--- src/rtl/hazard_ctrl.sv ---
// Pipeline hazard controller: load-use and branch-operand stalls, control-transfer flush.
// Stall/flush outputs are combinational; a two-state FSM adds the second stall cycle
// needed when a branch in ID depends on a load still in EX.
// Optional statistics counters are built only when HAZARD_STATS_EN is defined;
// otherwise stall_cnt/flush_cnt are tied to zero.
module hazard_ctrl (
  input  logic        clk,
  input  logic        rst_n,
  input  logic [4:0]  rs_ID,
  input  logic [4:0]  rt_ID,
  input  logic        use_rt_ID,
  input  logic        branch_ID,
  input  logic        branch_taken_ID,
  input  logic        jump_ID,
  input  logic        RegWrite_EX,
  input  logic        MemtoReg_EX,
  input  logic [4:0]  dst_EX,
  input  logic        RegWrite_MEM,
  input  logic        MemtoReg_MEM,
  input  logic [4:0]  dst_MEM,
  output logic        pc_we,
  output logic        ifid_we,
  output logic        ifid_clear,
  output logic        idex_clear,
  output logic        stalling,
  output logic [15:0] stall_cnt,
  output logic [15:0] flush_cnt
);

  typedef enum logic {StRun = 1'b0, StHold = 1'b1} state_e;

  state_e     r_state;
  logic [1:0] w_need;
  logic       w_ex_rs, w_ex_rt, w_mem_rs, w_mem_rt;
  logic       w_ex_load, w_mem_load;
  logic       w_stall, w_flush;

  // Hazard depth: register matches against r0 never count.
  always_comb begin
    w_ex_rs    = (dst_EX != 5'd0) && (dst_EX == rs_ID);
    w_ex_rt    = (dst_EX != 5'd0) && (dst_EX == rt_ID);
    w_mem_rs   = (dst_MEM != 5'd0) && (dst_MEM == rs_ID);
    w_mem_rt   = (dst_MEM != 5'd0) && (dst_MEM == rt_ID);
    w_ex_load  = RegWrite_EX && MemtoReg_EX;
    w_mem_load = RegWrite_MEM && MemtoReg_MEM;
    w_need     = 2'd0;
    if (branch_ID && w_ex_load && (w_ex_rs || w_ex_rt)) begin
      w_need = 2'd2;
    end else if ((w_ex_load && (w_ex_rs || (w_ex_rt && use_rt_ID))) ||
                 (branch_ID && RegWrite_EX && !MemtoReg_EX && (w_ex_rs || w_ex_rt)) ||
                 (branch_ID && w_mem_load && (w_mem_rs || w_mem_rt))) begin
      w_need = 2'd1;
    end
  end

  // Stall beats flush; HOLD ignores hazard inputs entirely.
  always_comb begin
    w_stall = rst_n && ((r_state == StHold) || (w_need != 2'd0));
    w_flush = rst_n && (r_state == StRun) && (w_need == 2'd0) &&
              (jump_ID || (branch_ID && branch_taken_ID));
    if (!rst_n) begin
      pc_we      = 1'b0;
      ifid_we    = 1'b0;
      ifid_clear = 1'b1;
      idex_clear = 1'b1;
    end else begin
      pc_we      = !w_stall;
      ifid_we    = !w_stall;
      ifid_clear = w_flush;
      idex_clear = w_stall;
    end
    stalling = (r_state == StHold);
  end

  // RUN -> HOLD only for the two-deep hazard; HOLD always lasts exactly one cycle.
  always_ff @(posedge clk or negedge rst_n) begin
    if (!rst_n) begin
      r_state <= StRun;
    end else begin
      unique case (r_state)
        StRun:   r_state <= (w_need == 2'd2) ? StHold : StRun;
        StHold:  r_state <= StRun;
        default: r_state <= StRun;
      endcase
    end
  end

`ifdef HAZARD_STATS_EN
  logic [15:0] r_stall_cnt, r_flush_cnt;

  // Saturating event counters.
  always_ff @(posedge clk or negedge rst_n) begin
    if (!rst_n) begin
      r_stall_cnt <= 16'd0;
      r_flush_cnt <= 16'd0;
    end else begin
      if (w_stall && (r_stall_cnt != 16'hFFFF)) r_stall_cnt <= r_stall_cnt + 16'd1;
      if (w_flush && (r_flush_cnt != 16'hFFFF)) r_flush_cnt <= r_flush_cnt + 16'd1;
    end
  end

  assign stall_cnt = r_stall_cnt;
  assign flush_cnt = r_flush_cnt;
`else
  assign stall_cnt = 16'd0;
  assign flush_cnt = 16'd0;
`endif

endmodule
--- config.mk ---
export PLATFORM = sky130hd
export DESIGN_NAME = hazard_ctrl
export DESIGN_NICKNAME = d
export VERILOG_FILES = /design/src/rtl/hazard_ctrl.sv
export SDC_FILE = /design/constraint.sdc
export NUM_CORES = 1
export LEC_CHECK = 0
export CORE_MARGIN = 2
export CORE_UTILIZATION = 30
export CTS_CLUSTER_DIAMETER = 150
export DETAILED_ROUTE_END_ITERATION = 12
export PLACE_DENSITY = 0.88
export SLEW_MARGIN = 5
export SYNTH_ARGS = -nofsm -noshare
export SYNTH_HDL_FRONTEND = slang
export SYNTH_SLANG_ARGS = --single-unit
--- constraint.sdc ---
create_clock -name clk -period 4.77 [get_ports clk]
set_input_delay 0.7155 -clock clk [delete_from_list [all_inputs] [get_ports clk]]
set_output_delay 0.7155 -clock clk [all_outputs]
set_load 0.05 [all_outputs]
==> results.md, run 1 <==
- CP delay by family, top: buffers and inverters
- Crit path cell chain: clkdlybuf4s50_1, nor3_1, nand2_1, nor4b_1, o2111a_1, nor4b_1, clkdlybuf4s50_1
- Multi-input logic area: 463 sq um
- #FFs+latches synth: 1
- Slew @ Worst Pin: 0.499 ns
- RSZ-0062 raised after global routing: no
- Initial Utilization: 31.8%
- CP max stage cell: clkdlybuf4s50_1
- Cell Pwr Density: 154 nW/um^2
- Seq/Total Area, Yosys: 4.02%
- Gr ovfl total: 0
- Seq pwr share: 6.6%
- Number of synthesized flops with an enable pin: 0
- Die area: 2460 sq um
- First-pass GRT wire length: 2130 um
- Critical Path Stages: 7
- Final worst slack: 0.749 ns
- Worst hold path type: flop to flop
- Fillers: 208
- Syn-to-layout area delta: 39.0%
- Critical path class: input pin to output pin
- Residual DRC: 0
- Die X-Extent: 49.6 um
- Synth top area cells: buf_4 40%, xnor2_1 17%, xor2_1 11%
- Final net count: 144
- WP data required: 4.05 ns
- Compound-gate portion of the synthesized area: 8.84%
- R2R setup slack: 4.10 ns
- Sw Ratio: 64.8%
- Worst-skew pair later-pin latency: 0 ns
- Max reg flops: 1
- Mux share of post-synthesis cell area: 0%
- Drt initial violations: 3
- Syn avg cell area: 7.79 sq um
- Critical Path Start Type: input pin
- Post-route clock period utilization: 84.3%
- Drt first pass iters: 2
- Outcome: finished, final reports clean
- Row cnt: 16
- Pleak: 0.000353 uW
- Setup-failing EPs final: 0
- Max FO, Critical Path: 3
- Reg2reg path depth: 1
- Reg clk slew, reported paths: 0 ns
- Setup TNS Final: 0 ns
- XOR/XNOR share of the synthesized area: 28.1%
- Core box area: 1960 sq um
- Setup Skew: 0 ns
- Synthesized-area fraction occupied by adder cells: 0%
- Comb power frac: 93.4%
- Top FF cell, synth: dfrtp_1
- Post-synth cell types: 21
- Post-CTS sizing: 0
- Detail Route Antenna Nets: 0
- Clock Power Share: 0%
- Asr flop ratio synth: 100%
- Largest net degree at the start of global routing: 6
- Total number of vias: 561
- Critical Path AT: 3.31 ns
- Post-CTS Setup Bufs: 0
- Inserted Diodes: 0
- Sw power: 86.2 uW
- Top post-synthesis cells by count: 33 x buf_4, 12 x xnor2_1, 8 x xor2_1
- Int Pwr: 46.9 uW
- Maximum clock frequency: 0.249 GHz
- FF/Latch Area: 25.0 sq um
- Max-capacitance violation count: 0
- Yosys warns: 0
- GR Util All Layers: 10.4%
- Slowest stage delay, CP: 0.88 ns
- Mapped cell area: 623 sq um
- Drt wl/cell: 9.74 um
- Synth Instances: 80
- Top cell type's share of synthesized area: 39.8%
- GP Congestion: 0.740
- Drt total wl: 1350 um
- I/O pins: 67
- Share of layout cells above drive strength 1: 1.79%
- Initial antenna violation count: 0
- WP buf/inv: 2
- Hold path cells: 1
- Tmin final: 4.02 ns
- DR vias/cell: 4.04
- Crit. End Element: output pin
- Die Y-Extent: 49.6 um
- Final slew viol count: 0
- Pre-CTS WS: 0.798 ns
- Port Buffers: 34
- Most frequent cell after synthesis: buf_4
- Final hold vios: 0
- Simple-Gate Fraction of Synth Area: 18.1%
- Max IR drop VDD: 0.0575 mV
- CTS Hold Bufs: 0
- Number of global-route vias before repair: 505
- Post-synth top area cell: buf_4
- DP HPWL: 1290 um
- Normalized max-slew margin: 66.7%
- Largest family of logic cells by synthesized area: buffers and inverters
[layout by cell type, fill, tap and decap left out, drive strengths merged, types with 2 or more instances in the layout]
master and instances:
nand2 3, nor4b 2, nor3 4, nand3 5, conb 32, clkdlybuf4s50 34
xor2 8, a21oi 2, xnor2 12
[final cells by class]
class                   instances  area share, %
inverters                       1          0.434
well taps                      27           3.90
multi-input cells              76           53.5
repair buffers                 34           39.3
flip-flops and latches          1           2.89
[power by group through the flow]
stage,registers [uW],logic (uW),clock network (uW)
after floorplan,9.11,107,0
after global placement,8.82,122,0
after detailed placement,8.83,124,0
after CTS,8.83,124,0
after global routing,8.84,130,0
final,8.82,124,0
[metal layers]
| metal | vias to the layer above | GRT usage [%] | part of all wire [%] |
|---|---|---|---|
| li1 | 271 | - | - |
| met1 | 248 | 11.8 | 35 |
| met2 | 40 | 21.1 | 54 |
| met3 | 2 | 0.909 | 9.7 |
| met4 | 0 | 1.39 | 1.0 |
| met5 | - | 0 | 0 |
[through the flow]
stage                     total power [uW]  instances  cell area [sq um]  utilization [%]  hold WS (ns)
after detailed placement               133        139                866             44.1         0.513
after CTS                              133        139                866             44.1         0.511
after global placement                 131        139                866             44.1         0.496
final                                  133        139                866             44.1         0.501
after floorplan                        116        111                739                -         0.420
after global routing                   139        139                866             44.1         0.533
[cells by family after synthesis]
logic type	count (synthesis)
and+or+nand+nor	17
other	1
xor gates and xnor gates	20
buffers and inverters	34
DFF	1
AOI/OAI and AO/OA	7
[final timing paths]
path	start	end
setup reg to reg	stalling	stalling
min in group asynchronous	rst_n	stalling
setup / recovery	dst_EX[4]	ifid_we
hold / removal	stalling	stalling
max in group asynchronous	rst_n	stalling
hold reg to reg	stalling	stalling
Power figures use the tool's default switching activity.
==> run 2, diff against run 1 <==
--- a/config.mk
+++ b/config.mk
@@ -6,10 +6,10 @@
 export NUM_CORES = 1
 export LEC_CHECK = 0
 export CORE_MARGIN = 2
-export CORE_UTILIZATION = 30
+export CORE_UTILIZATION = 28
 export CTS_CLUSTER_DIAMETER = 150
 export DETAILED_ROUTE_END_ITERATION = 12
-export PLACE_DENSITY = 0.88
+export PLACE_DENSITY = 0.83
 export SLEW_MARGIN = 5
 export SYNTH_ARGS = -nofsm -noshare
 export SYNTH_HDL_FRONTEND = slang
==> constraint.sdc (replaced) <==
create_clock -name clk -period 3.8 [get_ports clk]
set_input_delay 0.57 -clock clk [delete_from_list [all_inputs] [get_ports clk]]
set_output_delay 0.57 -clock clk [all_outputs]
set_load 0.05 [all_outputs]
==> run 2 against run 1 <==
  * Utilization shrank 3.9 points
  * Largest cell class unchanged
  * Clock skew is the same
  * Die area grew 6.6%
  * Final cell count grew 0.72%
  * Worst hold slack gained 0.015 ns
  * First-iteration DRC count grew 100%
  * Largest power group unchanged
  * Critical path type unchanged
  * Power grew 26%
  * Register-to-register slack lost 0.98 ns
  * Highest routed layer unchanged
  * Worst setup slack lost 0.14 ns
  * Sequential share of layout area is essentially flat
  * Global-route usage grew 0.50 points
  * Design area shrank 0.29%
==> results.md, run 2 (synthesized netlist as in run 1, its figures left out) <==
- GR Util All Layers: 10.9% (+0.50 points)
- Final hold vios: 0 (unchanged)
- Final worst slack: 0.609 ns (-0.140 ns)
- Share of layout cells above drive strength 1: 6.25% (+4.5 points)
- Commonest non-fill, non-tap cell in the layout: conb_1
- First-pass GRT wire length: 2230 um (+4.8%)
- I/O pins: 67 (unchanged)
- Met2 usage: 24.2% (+3.1 points)
- Clock Power Share: 0% (unchanged)
- Met1 GRT Util: 10.0% (-1.8 points)
- Largest net degree at the start of global routing: 6 (unchanged)
- Residual DRC: 0 (unchanged)
- Placed insts: 140 (+0.72%)
- Seq pwr share: 6.6% (about the same)
- Outcome: finished, final reports clean
- Hold path cells: 1 (unchanged)
- Drt initial violations: 6 (+3)
- Row cnt: 17 (+1)
- Commonest cells after routing, fill and taps aside: 32 x conb_1, 30 x clkdlybuf4s50_1, 12 x xnor2_1
- Die Y-Extent: 51.2 um (+3.2%)
- Syn-to-layout area delta: 38.6%
- Critical Path Start Type: input pin
- Drt total wl: 1500 um (+10%)
- Fin cells: 140 (+0.72%)
- Cell Pwr Density: 194 nW/um^2 (+26%)
- Die area: 2620 sq um (+6.6%)
- Initial antenna violation count: 0 (unchanged)
- Post-CTS sizing: 0 (unchanged)
- CTS Hold Bufs: 0 (unchanged)
- Port Buffers: 34 (unchanged)
- Crit. End Element: output pin
- Pleak: 0.000359 uW (+1.6%)
- Setup Skew: 0 ns (unchanged)
- Final slew viol count: 0 (unchanged)
- Final net count: 144 (unchanged)
- Drt wl/cell: 10.7 um (+9.7%)
- Gr ovfl total: 0 (unchanged)
- Maximum clock frequency: 0.313 GHz
- RSZ-0062 raised after global routing: no
- Total number of vias: 561 (unchanged)
- DP HPWL: 1420 um (+9.9%)
- GRT Max-Usage Layer: met2
- Sw Ratio: 65.3% (+0.57 points)
- Worst-skew pair later-pin latency: 0 ns (unchanged)
- Post-CTS Setup Bufs: 0 (unchanged)
- Critical Path AT: 2.62 ns (-0.69 ns)
- Comb power frac: 93.4% (about the same)
- Detail Route Antenna Nets: 0 (unchanged)
- Number of global-route vias before repair: 543 (+7.5%)
- Core box area: 2150 sq um (+9.5%)
- Tmin final: 3.19 ns
- Initial Utilization: 29.0% (-2.8 points)
- Max reg flops: 1 (unchanged)
- Reg2reg path depth: 1 (unchanged)
- Setup TNS Final: 0 ns (unchanged)
- Pre-CTS WS: 0.651 ns (-0.147 ns)
- Post-route clock period utilization: 84.0%
- Max-capacitance violation count: 0 (unchanged)
- DR vias/cell: 4.01 (-0.71%)
- Inserted Diodes: 0 (unchanged)
- Drt first pass iters: 4 (+2)
- GP Congestion: 0.730 (-1.3%)
- Met3 Resource Use GR: 0.877% (-0.032 points)
- Max FO, Critical Path: 3 (unchanged)
- Sw power: 109 uW (+27%)
- WP data required: 3.23 ns (-0.82 ns)
- Max IR drop VDD: 0.0718 mV (+25%)
- Int Pwr: 58.0 uW (+24%)
- Worst hold path type: flop to flop
- Critical path class: input pin to output pin
- Die X-Extent: 51.2 um (+3.2%)
- Setup-failing EPs final: 0 (unchanged)
- Reg clk slew, reported paths: 0 ns (unchanged)
==> run 2: path summary, 6_finish.rpt <==
check / endpoint / start / slack, ns
worst max-delay path: ifid_clear / dst_EX[4] / 0.61
worst min-delay path: stalling / stalling / 0.52
worst max register to register: stalling / stalling / 3.12
worst min register to register: stalling / stalling / 0.52
max in group asynchronous: stalling / rst_n / 2.91
min in group asynchronous: stalling / rst_n / 0.76
==> run 2: area by class of cell <==
cell class,instances,area (sq um)
fillers,223,1280
inverters,1,3.75
multi-input cells,76,469
flip-flops and latches,1,25.0
well taps,28,35.0
repair buffers,34,330
==> run 2: per-layer routing <==
metal	vias up	wire (um)
met1	251	473
li1	271	-
met4	0	42
met2	35	866
met5	-	0
met3	4	114
==> run 2: power groups by stage <==
| stage | combinational, uW | clock (uW) | sequential, uW |
|---|---|---|---|
| after floorplan | 134 | 0 | 11.5 |
| after CTS | 156 | 0 | 11.1 |
| after detailed placement | 156 | 0 | 11.1 |
| after global routing | 164 | 0 | 11.1 |
| after global placement | 153 | 0 | 11.1 |
| final | 156 | 0 | 11.1 |
==> run 2: worst max-delay path, stage by stage <==
cell,delay [ns]
clkdlybuf4s50_1,0.48
nor3_1,0.24
nand2_1,0.12
nor4b_1,0.16
o2111a_1,0.29
o41ai_1,0.47
buf_4,0.28
==> run 2: stage by stage <==
step / power [uW] / hold WS, ns / area (sq um) / utilization, %
finish: 167 / 0.516 / 863 / 40.2
CTS: 167 / 0.523 / 863 / 40.2
detailed placement: 167 / 0.526 / 863 / 40.2
global placement: 164 / 0.519 / 863 / 40.2
floorplan: 145 / 0.274 / 746 / -
global route: 175 / 0.548 / 863 / 40.2
==> run 3, diff against run 2 <==
==> constraint.sdc (replaced) <==
create_clock -name clk -period 3.3 [get_ports clk]
set_input_delay 0.495 -clock clk [delete_from_list [all_inputs] [get_ports clk]]
set_output_delay 0.495 -clock clk [all_outputs]
set_load 0.05 [all_outputs]
==> run 3 against run 2 <==
  * Routed wire length fell by 7.4%
  * Worst hold slack improved by 0.021 ns
  * Global-route usage fell by 0.79 points
  * Critical endpoint is now idex_clear
  * Highest routed layer is now met3
  * Via count fell by 1.8%
  * First-iteration DRC count fell by 83%
  * Sequential power rose by 15%
==> results.md, run 3 (synthesized netlist as in run 1, its figures left out) <==
- Outcome: finished, final reports clean
- I/O pins: 67 (unchanged)
- Drt first pass iters: 2 (-2)
- Setup Skew: 0 ns (unchanged)
- Commonest non-fill, non-tap cell in the layout: conb_1
- Number of global-route vias before repair: 524 (-3.5%)
- First-pass GRT wire length: 2110 um (-5.3%)
- Die X-Extent: 51.2 um (unchanged)
- Drt total wl: 1390 um (-7.4%)
- Initial Utilization: 29.0% (unchanged)
- Met2 usage: 22.5% (-1.7 points)
- Largest net degree at the start of global routing: 6 (unchanged)
- Row cnt: 17 (unchanged)
- Critical path class: input pin to output pin
- Maximum clock frequency: 0.333 GHz
- Drt wl/cell: 9.82 um (-8.1%)
- Core box area: 2150 sq um (unchanged)
- GRT Max-Usage Layer: met2
- Max-capacitance violation count: 0 (unchanged)
- Port Buffers: 34 (unchanged)
- Final slew viol count: 0 (unchanged)
- Share of layout cells above drive strength 1: 7.96% (+1.7 points)
- Final net count: 145 (+0.69%)
- Critical Path AT: 2.51 ns (-0.11 ns)
- Inserted Diodes: 0 (unchanged)
- WP data required: 2.80 ns (-0.43 ns)
- Met1 GRT Util: 10.2% (+0.18 points)
- GR Util All Layers: 10.1% (-0.79 points)
- Seq pwr share: 6.4% (-0.2 points)
- CTS Hold Bufs: 0 (unchanged)
- Detail Route Antenna Nets: 0 (unchanged)
- Gr ovfl total: 0 (unchanged)
- Max FO, Critical Path: 3 (unchanged)
- Final hold vios: 0 (unchanged)
- DR vias/cell: 3.91 (-2.5%)
- Initial antenna violation count: 0 (unchanged)
- Residual DRC: 0 (unchanged)
- Total number of vias: 551 (-1.8%)
- Die Y-Extent: 51.2 um (unchanged)
- Max IR drop VDD: 0.0721 mV (+0.51%)
- Die area: 2620 sq um (unchanged)
- Met3 Resource Use GR: 1.17% (+0.29 points)
- Reg clk slew, reported paths: 0 ns (unchanged)
- CP max stage cell: or4_1
- Setup-failing EPs final: 0 (unchanged)
- Max reg flops: 1 (unchanged)
- Final core utilization: 42.6% (+2.4 points)
- Int Pwr: 74.6 uW (+29%)
- Final worst slack: 0.295 ns (-0.314 ns)
- Worst-skew pair later-pin latency: 0 ns (unchanged)
- GP Congestion: 0.763 (+4.5%)
- Pleak: 0.000384 uW (+6.9%)
- Worst hold path type: flop to flop
- Cell Pwr Density: 219 nW/um^2 (+13%)
- Sw power: 126 uW (+16%)
- Post-CTS sizing: 0 (unchanged)
- Crit path cell chain: clkdlybuf4s50_1, or4_1, o2111ai_1, a21oi_1, or4b_1, buf_4
- Drt initial violations: 1 (-5)
- Commonest cells after routing, fill and taps aside: 32 x conb_1, 30 x clkdlybuf4s50_1, 12 x xnor2_1
- Critical Path Start Type: input pin
- Sw Ratio: 62.9% (-2.4 points)
- DP HPWL: 1350 um (-4.9%)
- Syn-to-layout area delta: 47.0%
- RSZ-0062 raised after global routing: no
- Post-CTS Setup Bufs: 0 (unchanged)
- Clock Power Share: 0% (unchanged)
- Slowest stage delay, CP: 0.55 ns (+0.07 ns)
- Setup TNS Final: 0 ns (unchanged)
- Pre-CTS WS: 0.285 ns (-0.365 ns)
- Tmin final: 3.00 ns
- Design Power: 201 uW (+20%)
- Comb power frac: 93.6% (+0.2 points)
- Post-route clock period utilization: 91.0%
- Crit. End Element: output pin
==> run 3: cell count changes in the layout (fill, tap and decap cells not counted) <==
cell | previous run | this run
buf_12 | 0 | 3
o41ai_2 | 0 | 1
o41ai_1 | 1 | 0
buf_4 | 4 | 2
==> run 3: through the flow <==
| stage | cells | hold WS (ns) | area, sq um |
|---|---|---|---|
| 2_1_floorplan | 111 | 0.199 | 753 |
| 3_3_place_gp | 141 | 0.531 | 916 |
| 3_5_place_dp | 141 | 0.554 | 916 |
| 4_1_cts | 141 | 0.554 | 916 |
| 5_1_grt | 141 | 0.573 | 916 |
| 6_report | 141 | 0.538 | 916 |
==> run 3: cell type report <==
cell class / count / area [sq um]
tap: 28 / 35.0
inverter: 1 / 3.75
sequential: 1 / 25.0
fill: 225 / 1230
timing repair buffer: 35 / 375
multi-input combinational: 76 / 477
==> run 3: layer usage <==
metal	share of wire, %	routed length (um)
met3	9.4	130
met4	0	0
met1	35	478
met2	56	775
met5	0	0
==> run 3: power groups by stage <==
stage | clock, uW | combinational [uW] | sequential [uW]
after floorplan | 0 | 155 | 13.2
after global placement | 0 | 186 | 12.8
after detailed placement | 0 | 188 | 12.8
after CTS | 0 | 188 | 12.8
after global routing | 0 | 198 | 12.8
final | 0 | 188 | 12.8
==> run 3: final timing paths <==
path / from / end / slack, ns / depth (start not counted)
worst max register to register: stalling / stalling / 2.60 / 1
worst min-delay path: stalling / stalling / 0.54 / 1
min in group asynchronous: rst_n / stalling / 0.69 / 1
max in group asynchronous: rst_n / stalling / 2.46 / 1
worst max-delay path: dst_MEM[1] / idex_clear / 0.30 / 6
worst min register to register: stalling / stalling / 0.54 / 1
==> run 3: worst max-delay path: cells and delay by family <==
family,cells,cell delay [ns]
and+or+nand+nor,2,1.03
buffers and inverters,2,0.68
AOI/OAI and AO/OA,2,0.30
